### src/rtl/ps2_link_ctrl_pkg.sv
// Shared constants and helpers for the PS/2 host link controller.
package ps2_link_ctrl_pkg;

  typedef logic [2:0] state_t;

  localparam state_t ST_IDLE      = 3'd0;
  localparam state_t ST_RX        = 3'd1;
  localparam state_t ST_INHIBIT   = 3'd2;
  localparam state_t ST_RTS       = 3'd3;
  localparam state_t ST_TX        = 3'd4;
  localparam state_t ST_ACK       = 3'd5;
  localparam state_t ST_WAIT_IDLE = 3'd6;

  localparam int FRAME_BITS = 11;
  localparam int TMR_W      = 16;

  function automatic logic odd_parity(input logic [7:0] data);
    return ~^data;
  endfunction

  function automatic int us_tick_div(input int clk_freq_hz);
    return clk_freq_hz / 1_000_000;
  endfunction

endpackage

### src/rtl/ps2_link_ctrl_if.sv
// Byte-level handshake between the PS/2 link controller and the keyboard logic.
interface ps2_link_ctrl_if;
  logic       tx_valid;
  logic [7:0] tx_data;
  logic       tx_ready;
  logic       tx_done;
  logic       tx_nak;
  logic       rx_valid;
  logic [7:0] rx_data;
  logic       rx_err;
  logic       busy;

  modport master (
    output tx_valid, tx_data,
    input  tx_ready, tx_done, tx_nak, rx_valid, rx_data, rx_err, busy
  );

  modport slave (
    input  tx_valid, tx_data,
    output tx_ready, tx_done, tx_nak, rx_valid, rx_data, rx_err, busy
  );
endinterface

### src/rtl/ps2_link_ctrl_edge_sync.sv
// Two-flop synchronizer for one PS/2 pad line with a falling-edge strobe.
module ps2_link_ctrl_edge_sync (
  input  logic clk,
  input  logic rst_n,
  input  logic line,
  output logic level,
  output logic fall
);
  logic [1:0] sync;
  logic       prev;

  // Reset to the idle-high bus level so release never fakes an edge.
  always_ff @(posedge clk or negedge rst_n) begin
    if (!rst_n) begin
      sync <= 2'b11;
      prev <= 1'b1;
    end else begin
      sync <= {sync[0], line};
      prev <= sync[1];
    end
  end

  assign level = sync[1];
  assign fall  = prev & ~sync[1];
endmodule

### src/rtl/ps2_link_ctrl.sv
// PS/2 host-side link controller: owns the open-drain clk/data pair,
// receives device frames and sequences host-to-device commands.
module ps2_link_ctrl
  import ps2_link_ctrl_pkg::*;
#(
  parameter int CLK_FREQ_HZ      = 50_000_000,
  parameter int INHIBIT_US       = 100,
  parameter int BIT_TIMEOUT_US   = 200,
  parameter int START_TIMEOUT_US = 15000
) (
  input  logic clk,
  input  logic rst_n,
  input  logic ps2_clk_i,
  input  logic ps2_dat_i,
  output logic ps2_clk_oe,
  output logic ps2_dat_oe,
  ps2_link_ctrl_if.slave host
);
  localparam int TICK_DIV = us_tick_div(CLK_FREQ_HZ);
  localparam int PRE_W    = $clog2(TICK_DIV + 1);
  localparam logic [PRE_W-1:0] PRE_MAX   = PRE_W'(TICK_DIV - 1);
  localparam logic [TMR_W-1:0] INHIBIT_T = TMR_W'(INHIBIT_US);
  localparam logic [TMR_W-1:0] BIT_T     = TMR_W'(BIT_TIMEOUT_US);
  localparam logic [TMR_W-1:0] START_T   = TMR_W'(START_TIMEOUT_US);

  logic clk_lvl, clk_fall, dat_lvl, dat_fall_unused;

  ps2_link_ctrl_edge_sync u_clk_sync (
    .clk(clk), .rst_n(rst_n), .line(ps2_clk_i), .level(clk_lvl), .fall(clk_fall)
  );
  ps2_link_ctrl_edge_sync u_dat_sync (
    .clk(clk), .rst_n(rst_n), .line(ps2_dat_i), .level(dat_lvl), .fall(dat_fall_unused)
  );

  logic [PRE_W-1:0] pre_cnt;
  logic             us_tick;

  always_ff @(posedge clk or negedge rst_n) begin
    if (!rst_n)       pre_cnt <= PRE_MAX;
    else if (us_tick) pre_cnt <= PRE_MAX;
    else              pre_cnt <= pre_cnt - 1'b1;
  end
  assign us_tick = (pre_cnt == '0);

  state_t           state;
  logic [3:0]       bit_cnt;
  logic [8:0]       shreg;
  logic [7:0]       tx_byte;
  logic [TMR_W-1:0] timer;
  logic             tmr_zero;
  logic             idle_arm;
  logic [7:0]       rx_data;
  logic             rx_valid, rx_err, tx_done, tx_nak;

  assign tmr_zero = (timer == '0);

  always_ff @(posedge clk or negedge rst_n) begin
    if (!rst_n) begin
      state    <= ST_IDLE;
      bit_cnt  <= '0;
      shreg    <= '0;
      tx_byte  <= '0;
      timer    <= '0;
      idle_arm <= 1'b0;
      rx_data  <= '0;
      rx_valid <= 1'b0;
      rx_err   <= 1'b0;
      tx_done  <= 1'b0;
      tx_nak   <= 1'b0;
    end else begin
      rx_valid <= 1'b0;
      rx_err   <= 1'b0;
      tx_done  <= 1'b0;
      tx_nak   <= 1'b0;
      if (us_tick && !tmr_zero) timer <= timer - 1'b1;
      if (state != ST_WAIT_IDLE) idle_arm <= 1'b0;
      case (state)
        ST_IDLE: begin
          // A device start bit always wins over a pending host byte.
          if (clk_fall) begin
            if (!dat_lvl) begin
              state   <= ST_RX;
              bit_cnt <= 4'd1;
              timer   <= BIT_T;
            end
          end else if (host.tx_valid && clk_lvl) begin
            tx_byte <= host.tx_data;
            state   <= ST_INHIBIT;
            timer   <= INHIBIT_T;
          end
        end
        ST_RX: begin
          if (clk_fall) begin
            timer <= BIT_T;
            if (bit_cnt == 4'(FRAME_BITS - 1)) begin
              rx_valid <= 1'b1;
              rx_data  <= shreg[7:0];
              rx_err   <= (shreg[8] != odd_parity(shreg[7:0])) || !dat_lvl;
              state    <= ST_WAIT_IDLE;
            end else begin
              shreg   <= {dat_lvl, shreg[8:1]};
              bit_cnt <= bit_cnt + 1'b1;
            end
          end else if (tmr_zero) begin
            rx_valid <= 1'b1;
            rx_err   <= 1'b1;
            state    <= ST_WAIT_IDLE;
          end
        end
        ST_INHIBIT: begin
          if (tmr_zero) begin
            state <= ST_RTS;
            timer <= START_T;
          end
        end
        ST_RTS: begin
          if (clk_fall) begin
            state   <= ST_TX;
            bit_cnt <= 4'd0;
            timer   <= BIT_T;
          end else if (tmr_zero) begin
            tx_done <= 1'b1;
            tx_nak  <= 1'b1;
            state   <= ST_WAIT_IDLE;
          end
        end
        ST_TX: begin
          if (clk_fall) begin
            timer <= BIT_T;
            if (bit_cnt == 4'd8) state   <= ST_ACK;
            else                 bit_cnt <= bit_cnt + 1'b1;
          end else if (tmr_zero) begin
            tx_done <= 1'b1;
            tx_nak  <= 1'b1;
            state   <= ST_WAIT_IDLE;
          end
        end
        ST_ACK: begin
          if (clk_fall || tmr_zero) begin
            tx_done <= 1'b1;
            tx_nak  <= clk_fall ? dat_lvl : 1'b1;
            state   <= ST_WAIT_IDLE;
          end
        end
        ST_WAIT_IDLE: begin
          // Arm on one tick with both lines high, leave on the next.
          if (!(clk_lvl && dat_lvl)) idle_arm <= 1'b0;
          else if (us_tick) begin
            if (idle_arm) state    <= ST_IDLE;
            else          idle_arm <= 1'b1;
          end
        end
        default: state <= ST_IDLE;
      endcase
    end
  end

  always_comb begin
    ps2_clk_oe = (state == ST_INHIBIT);
    ps2_dat_oe = 1'b0;
    if (state == ST_RTS)
      ps2_dat_oe = 1'b1;
    else if (state == ST_TX)
      ps2_dat_oe = (bit_cnt == 4'd8) ? ~odd_parity(tx_byte) : ~tx_byte[bit_cnt[2:0]];
  end

  assign host.tx_ready = (state == ST_IDLE) && !clk_fall && clk_lvl && host.tx_valid;
  assign host.tx_done  = tx_done;
  assign host.tx_nak   = tx_nak;
  assign host.rx_valid = rx_valid;
  assign host.rx_data  = rx_data;
  assign host.rx_err   = rx_err;
  assign host.busy     = (state != ST_IDLE);
endmodule

### src/flat_wrapper.sv
// flat-port wrapper written by rule: the top's interface ports become plain ports
module ps2_link_ctrl_flat import ps2_link_ctrl_pkg::*;
#(
  parameter int CLK_FREQ_HZ      = 50_000_000,
  parameter int INHIBIT_US       = 100,
  parameter int BIT_TIMEOUT_US   = 200,
  parameter int START_TIMEOUT_US = 15000
)
  (clk, rst_n, ps2_clk_i, ps2_dat_i, ps2_clk_oe, ps2_dat_oe, host_tx_valid, host_tx_data, host_tx_ready, host_tx_done, host_tx_nak, host_rx_valid, host_rx_data, host_rx_err, host_busy);
  ps2_link_ctrl_if host_i ();
  input  logic clk;
  input  logic rst_n;
  input  logic ps2_clk_i;
  input  logic ps2_dat_i;
  output logic ps2_clk_oe;
  output logic ps2_dat_oe;
  input wire logic [$bits(host_i.tx_valid)-1:0] host_tx_valid;
  input wire logic [$bits(host_i.tx_data)-1:0] host_tx_data;
  output wire logic [$bits(host_i.tx_ready)-1:0] host_tx_ready;
  output wire logic [$bits(host_i.tx_done)-1:0] host_tx_done;
  output wire logic [$bits(host_i.tx_nak)-1:0] host_tx_nak;
  output wire logic [$bits(host_i.rx_valid)-1:0] host_rx_valid;
  output wire logic [$bits(host_i.rx_data)-1:0] host_rx_data;
  output wire logic [$bits(host_i.rx_err)-1:0] host_rx_err;
  output wire logic [$bits(host_i.busy)-1:0] host_busy;
  assign host_i.tx_valid = host_tx_valid;
  assign host_i.tx_data = host_tx_data;
  assign host_tx_ready = host_i.tx_ready;
  assign host_tx_done = host_i.tx_done;
  assign host_tx_nak = host_i.tx_nak;
  assign host_rx_valid = host_i.rx_valid;
  assign host_rx_data = host_i.rx_data;
  assign host_rx_err = host_i.rx_err;
  assign host_busy = host_i.busy;
  ps2_link_ctrl #(.CLK_FREQ_HZ(CLK_FREQ_HZ), .INHIBIT_US(INHIBIT_US), .BIT_TIMEOUT_US(BIT_TIMEOUT_US), .START_TIMEOUT_US(START_TIMEOUT_US)) u_core (.clk(clk), .rst_n(rst_n), .ps2_clk_i(ps2_clk_i), .ps2_dat_i(ps2_dat_i), .ps2_clk_oe(ps2_clk_oe), .ps2_dat_oe(ps2_dat_oe), .host(host_i));
endmodule
### config.mk
export PLATFORM = sky130hd
export DESIGN_NAME = ps2_link_ctrl_flat
export DESIGN_NICKNAME = d
export VERILOG_FILES = /design/src/rtl/ps2_link_ctrl_pkg.sv /design/src/rtl/ps2_link_ctrl_if.sv /design/src/rtl/ps2_link_ctrl_edge_sync.sv /design/src/rtl/ps2_link_ctrl.sv /design/src/flat_wrapper.sv
export SDC_FILE = /design/constraint.sdc
export NUM_CORES = 1
export LEC_CHECK = 0
export ABC_AREA = 1
export CAP_MARGIN = 20
export CELL_PAD_IN_SITES_DETAIL_PLACEMENT = 1
export CELL_PAD_IN_SITES_GLOBAL_PLACEMENT = 2
export CORE_MARGIN = 8
export CORE_UTILIZATION = 34
export DETAILED_ROUTE_END_ITERATION = 6
export PLACE_DENSITY = 0.8
export SLEW_MARGIN = 20
export SYNTH_ARGS = -nofsm -noshare
export SYNTH_HDL_FRONTEND = slang
export SYNTH_SLANG_ARGS = --single-unit
export TNS_END_PERCENT = 5
### constraint.sdc
create_clock -name clk -period 2.3 [get_ports clk]
set_input_delay 0.345 -clock clk [delete_from_list [all_inputs] [get_ports clk]]
set_output_delay 0.345 -clock clk [all_outputs]
set_load 0.005 [all_outputs]
==> impl_metrics.toml, run 1 <==
[finish]
fillerInstances = 1273
final_design_area_no_fill_um2 = 4320
mostFrequentLayoutCells = "nand2_1, dfrtp_1, inv_1"
insertedDiodeCount = 0
num-nets-final = 535
final_cells = 657
area_growth_syn_to_layout_pct = 19.5
layout_commonest_cell = "nand2_1"
drive_above_1_share = 0.123
area.sequential_um2 = 1610
multi_input_area_um2 = 1770

[pwr]
fin_total_pwr_uw = 4310
power_density_nw_per_um2 = 999
leakage_uw = 0.00211
vdd_drop_max_v = 0.000472

[routing]
drt_iter0_markers = 90
drtPass1Iterations = 4
drc = 0
via_per_inst = 4.74
ant_nets = 0
post_drt_wl_per_cell_um = 13.7
vias = 3116
routed_wl_um = 9030

[clock_network]
insertion_delay_ns = 0.35
clk_path_buf_depth = 2
cts-htree-levels = 3
clkTransAtPathRegs_ns = 0.07
cts_root_buffer = "clkbuf_8"
cts_tree = "yes"
numCtsBuffers = 9
clock-sinks = 64

[timing]
worst_pin_slew_ns = 0.424
final-max-slew-violation-count = 0
hold_ws_ns = 0.358
finalHoldViolCount = 0
period_share = 0.934
skew_ns = 0.0159
slew_headroom = 0.716
min_period_ns = 2.15
rsz0062_at_grt = "no"
fmax_ghz = 0.466
setup_viol_count_final = 0
tns_ns = 0

[global_routing]
grt_max_degree = 35
grt_pass1_vias = 3286
grt_pass1_wl_um = 15900
antenna_found_initial = 0
overflow = 0
grt_usage = 0.135

[setup_path]
cp_max_fo = 6
crit_path_end_kind = "primary output"
r2r-end = "u_core.timer[14]$_DFF_PN0_"
r2r_slack_ns = 0.34
worstSetupPathType = "flop to primary output"
rr_worst_depth = 13
r2r_start = "u_core.pre_cnt[0]$_DFF_PN1_"
start_kind = "flop"
crit_required_ns = 1.96
critPathArrivalTime_ns = 1.80

[yosys]
netlist_instances = 473
ys_ff_latch = 64
syn_area_um2 = 3610
synth_cell_type_count = 38
synth-main-ff-cell = "dfrtp_1"
syn_nets = 492
ys_seq_area_frac = 0.446
synth_edf_count = 0
syn_area_per_cell_um2 = 7.63
yosysWarnings = 0
synthArstFlopShare = 1.00

[placement]
placed_area_um2 = 4080
numPortBuffers = 28
dp_hpwl_um = 7140
place.gp.congestion = 0.854
placed_cells = 638

[floorplan]
dieHeight_um = 119
coreArea_um2 = 10300
ios = 29
die-area_um2 = 14200
rows = 37
start_util = 0.350
die_x_um = 119

[hold_path]
min_from = "u_core.u_dat_sync.sync[0]$_DFF_PN1_"
min_to = "u_core.u_dat_sync.sync[1]$_DFF_PN1_"
hold_class = "flop to flop"
whs_path_depth = 0

[run_status]
status = "finished clean"

[run]
max_cap_viol_count = 0
critical path, cell delays in order (launching register included):
cell and delay [ns]:
dfrtp_1 0.47, inv_2 0.16, nand2_2 0.11, nor2_2 0.18, clkdlybuf4s50_1 0.54
what timing repair did:
item / in CTS / in global routing
pin swaps: 3 / 0
hold buffers: 1 / 0
gates resized for setup: 6 / 1
endpoints found under the setup margin: 1 / 1
setup buffers: 2 / 0
hold endpoints to repair: 9 / 0
cell usage after synthesis (5+ instances only):
library cell / number / area share
a21oi_1: 8 / 0.011
dfrtp_1: 56 / 0.39
dfstp_2: 8 / 0.058
ha_1: 6 / 0.021
inv_1: 53 / 0.055
nand2_1: 145 / 0.15
nand3_1: 30 / 0.042
nor2_1: 51 / 0.053
nor2_2: 7 / 0.012
nor2_4: 5 / 0.016
o21ai_0: 26 / 0.036
o21ai_1: 11 / 0.015
xnor2_1: 14 / 0.034
xor2_1: 9 / 0.022
stage by stage:
step | setup slack (ns) | utilization
floorplan | 0.661 | -
finish | 0.152 | 0.418
CTS | 0.0294 | 0.418
global route | 0.0327 | 0.418
detailed placement | 0.215 | 0.395
global placement | 0.268 | 0.395
final cells by class:
cell class / instances / area share
Sequential cell: 64 / 0.374
Tap cell: 136 / 0.0394
Timing Repair Buffer: 37 / 0.0826
Multi-Input combinational cell: 346 / 0.409
Clock buffer: 11 / 0.0304
Clock inverter: 5 / 0.0133
Inverter: 58 / 0.0510
registers in the layout (all words and copies together), names as in the netlist, 3 cells and up:
name                 flops
u_core.timer            16
u_core.shreg             9
u_core.host.rx_data      8
u_core.tx_byte           8
u_core.pre_cnt           6
u_core.bit_cnt           4
u_core.state             3
per-layer routing:
metal | vias up | GRT usage | share of wire
met5 | - | 0 | 0
met4 | 0 | 0.0379 | 0.012
met3 | 10 | 0.0312 | 0.024
met2 | 24 | 0.215 | 0.47
met1 | 1505 | 0.178 | 0.49
li1 | 1577 | - | -
how the worst max path moves through the flow:
stage	startpoint	to	slack (ns)	cells past startpoint
final	u_core.state[2]$_DFFE_PN0P_	ps2_clk_oe	0.15	4
after global routing	u_core.bit_cnt[0]$_DFFE_PN0P_	ps2_dat_oe	0.03	8
after CTS	u_core.state[2]$_DFFE_PN0P_	ps2_clk_oe	0.03	4
after detailed placement	u_core.bit_cnt[0]$_DFFE_PN0P_	ps2_dat_oe	0.21	8
after global placement	u_core.bit_cnt[0]$_DFFE_PN0P_	ps2_dat_oe	0.27	8
after floorplan	u_core.pre_cnt[0]$_DFF_PN1_	u_core.state[2]$_DFFE_PN0P_	0.66	11
power breakdown:
group | switching, uW | internal, uW | total, uW
Clock | 451 | 501 | 952
Sequential | 285 | 1340 | 1630
Combinational | 1040 | 694 | 1730
Total | 1770 | 2540 | 4310
logic make-up (layout without fill, tap and decap cells):
family | after synthesis | after routing | synth area share
AO/OA/AOI/OAI | 54 | 54 | 0.0814
buffers and inverters | 63 | 111 | 0.0696
AND/OR/NAND/NOR | 262 | 262 | 0.323
flip-flops | 64 | 64 | 0.446
XOR/XNOR | 23 | 23 | 0.0558
multiplexers | 1 | 1 | 0.00312
adder cells (fa/ha/maj) | 6 | 6 | 0.0208
(Power assumes the default switching activity.)
==> run 2: changes to the inputs <==
--- a/config.mk
+++ b/config.mk
@@ -12,5 +12,6 @@
 export CORE_MARGIN = 8
-export CORE_UTILIZATION = 34
+export CORE_UTILIZATION = 37
 export DETAILED_ROUTE_END_ITERATION = 6
-export PLACE_DENSITY = 0.8
+export PLACE_DENSITY = 0.86
+export RECOVER_POWER = 50
 export SLEW_MARGIN = 20
==> constraint.sdc (replaced) <==
create_clock -name clk -period 2.5 [get_ports clk]
set_input_delay 0.375 -clock clk [delete_from_list [all_inputs] [get_ports clk]]
set_output_delay 0.375 -clock clk [all_outputs]
set_load 0.1 [all_outputs]
==> run 2 against run 1 <==
The flow now finishes with violations (capacitance limit, slew limit). Clock power up 2.7%. Combinational power up 6%. Cell count down 1.4%. Critical path depth up 4. Count of clock-buffer cells in the layout unchanged. Sequential power down 9%. Global-route usage up 2.1 points. Power down 0.12%. Register-to-register slack better by 0.12 ns.
==> impl_metrics.toml, run 2 (synthesized netlist as in run 1, its figures left out) <==
[setup_path]
start_kind = "flop"
cpPeakStageDelay_ns = 0.48
crit_path_end_kind = "primary output"
worstSetupPathType = "flop to primary output"
critPathBufInv = 3
cp_common_cell = "nand3_1"
crit_required_ns = 2.12
critPathSlowestCell = "dfrtp_1"
r2r_slack_ns = 0.46
r2r-end = "u_core.state[2]$_DFFE_PN0P_"
cp_cell_sequence = "inv_1, ha_1, nand3_1, inv_1, nand3_1, nand3_1, nand2_1, buf_12"
cp_max_fo = 8
r2r_start = "u_core.pre_cnt[0]$_DFF_PN1_"
critPathArrivalTime_ns = 1.89
rr_worst_depth = 11
crit_family = "flip-flops"

[clock_network]
clk_path_buf_depth = 2
clkTransAtPathRegs_ns = 0.07
cts-htree-levels = 3
ctsHoldBuffers = 0
cts_setup_buffers = 0
numCtsBuffers = 9
cts_root_buffer = "clkbuf_8"
insertion_delay_ns = 0.34
cts_tree = "yes"
ctsResizeCount = 0
clock-sinks = 64

[pwr]
p_clk_frac = 0.227
power_density_nw_per_um2 = 1010
fin_total_pwr_uw = 4300
switching_share = 0.440
leakage_uw = 0.00210
pwr-share-seq = 0.347
intPower_uw = 2410
comb_power_share = 0.426
vdd_drop_max_v = 0.000951
p_sw_uw = 1890

[floorplan]
dieHeight_um = 115
die_x_um = 115
start_util = 0.375
rows = 36
ios = 29
coreArea_um2 = 9640
die-area_um2 = 13200

[hold_path]
min_to = "u_core.u_dat_sync.sync[1]$_DFF_PN1_"
whs_path_depth = 0
min_from = "u_core.u_dat_sync.sync[0]$_DFF_PN1_"
hold_class = "flop to flop"

[routing]
vias = 3135
drt_iter0_markers = 112
drtPass1Iterations = 5
ant_nets = 0
post_drt_wl_per_cell_um = 14.4
routed_wl_um = 9300
drc = 0
via_per_inst = 4.84

[timing]
slew_headroom = -0.193
skew_ns = 0.00987
fmax_ghz = 0.442
worst_pin_slew_ns = 1.79
finalHoldViolCount = 0
tns_ns = 0
rsz0062_at_grt = "no"
setup_viol_count_final = 0
period_share = 0.905
final-max-slew-violation-count = 32
min_period_ns = 2.26

[finish]
insertedDiodeCount = 0
top_register = "u_core.timer"
largest_reg_flops = 16
layout_commonest_cell = "nand2_1"
area_growth_syn_to_layout_pct = 17.6
fillerInstances = 1234
reg.largest.list = "u_core.timer (16), u_core.shreg (9)"
mostFrequentLayoutCells = "nand2_1, dfrtp_1, inv_1"
num-nets-final = 529
final_cells = 648
drive_above_1_share = 0.126

[placement]
placed_cells = 632
dp_hpwl_um = 7020
place.gp.congestion = 0.813
numPortBuffers = 28

[global_routing]
grt_pass1_wl_um = 16300
antenna_found_initial = 0
overflow = 0
grt_pass1_vias = 3337
grt_max_degree = 34
grt_usage = 0.156

[run]
max_cap_viol_count = 1

[run_status]
status = "finished with violations"
violations = "capacitance limit, slew limit"
run 2: power groups by stage:
stage	Combinational, uW	Clock, uW	Sequential (uW)
final	1830	978	1490
after global routing	2070	1050	1530
after CTS	1870	1010	1500
after detailed placement	1860	0	1510
after global placement	1810	0	1510
after floorplan	1380	0	1490
run 2: worst reg2reg max path, delay by kind of cell (launching register included):
kind | cells | cell delay (ns)
AOI/OAI and AO/OA | 1 | 0.19
adders and majority gates | 1 | 0.18
DFF | 1 | 0.37
buffers and inverters | 2 | 0.14
and+or+nand+nor | 7 | 1.05
run 2: metal layers:
layer	global-route usage	part of all wire
met3	0.0404	0.022
met2	0.247	0.47
met5	0	0
met4	0.0403	0.011
met1	0.206	0.49
run 2: layout make-up:
| class | count | area [um^2] | area share |
|---|---|---|---|
| multi-input combinational | 346 | 1750 | 0.412 |
| sequential | 64 | 1610 | 0.380 |
| timing repair buffer | 31 | 287 | 0.0675 |
| inverter | 58 | 220 | 0.0519 |
| tap | 133 | 166 | 0.0392 |
| clock buffer | 11 | 131 | 0.0309 |
| clock inverter | 5 | 81.3 | 0.0192 |
run 2: worst max path at each step:
stage / start / to / slack, ns / cells past startpoint
2_1_floorplan: u_core.state[2]$_DFFE_PN0P_ / u_core.timer[2]$_DFF_PN0_ / 0.30 / 8
3_3_place_gp: u_core.bit_cnt[0]$_DFFE_PN0P_ / u_core.host.rx_data[0]$_DFFE_PN0P_ / 0.53 / 6
3_5_place_dp: u_core.bit_cnt[0]$_DFFE_PN0P_ / u_core.host.rx_data[0]$_DFFE_PN0P_ / 0.50 / 6
4_1_cts: u_core.bit_cnt[0]$_DFFE_PN0P_ / ps2_dat_oe / 0.18 / 8
5_1_grt: u_core.bit_cnt[0]$_DFFE_PN0P_ / ps2_dat_oe / 0.03 / 8
6_report: u_core.bit_cnt[0]$_DFFE_PN0P_ / ps2_dat_oe / 0.24 / 8
run 2: through the flow:
stage          worst slack (ns)  hold WS [ns]  cell area [um^2]  utilization
2_1_floorplan             0.304        0.0794              3610            -
6_report                  0.236         0.360              4250        0.440
4_1_cts                   0.177         0.120              4260        0.442
5_1_grt                  0.0340         0.366              4250        0.440
3_5_place_dp              0.503         0.349              4040        0.420
3_3_place_gp              0.526         0.346              4040        0.420
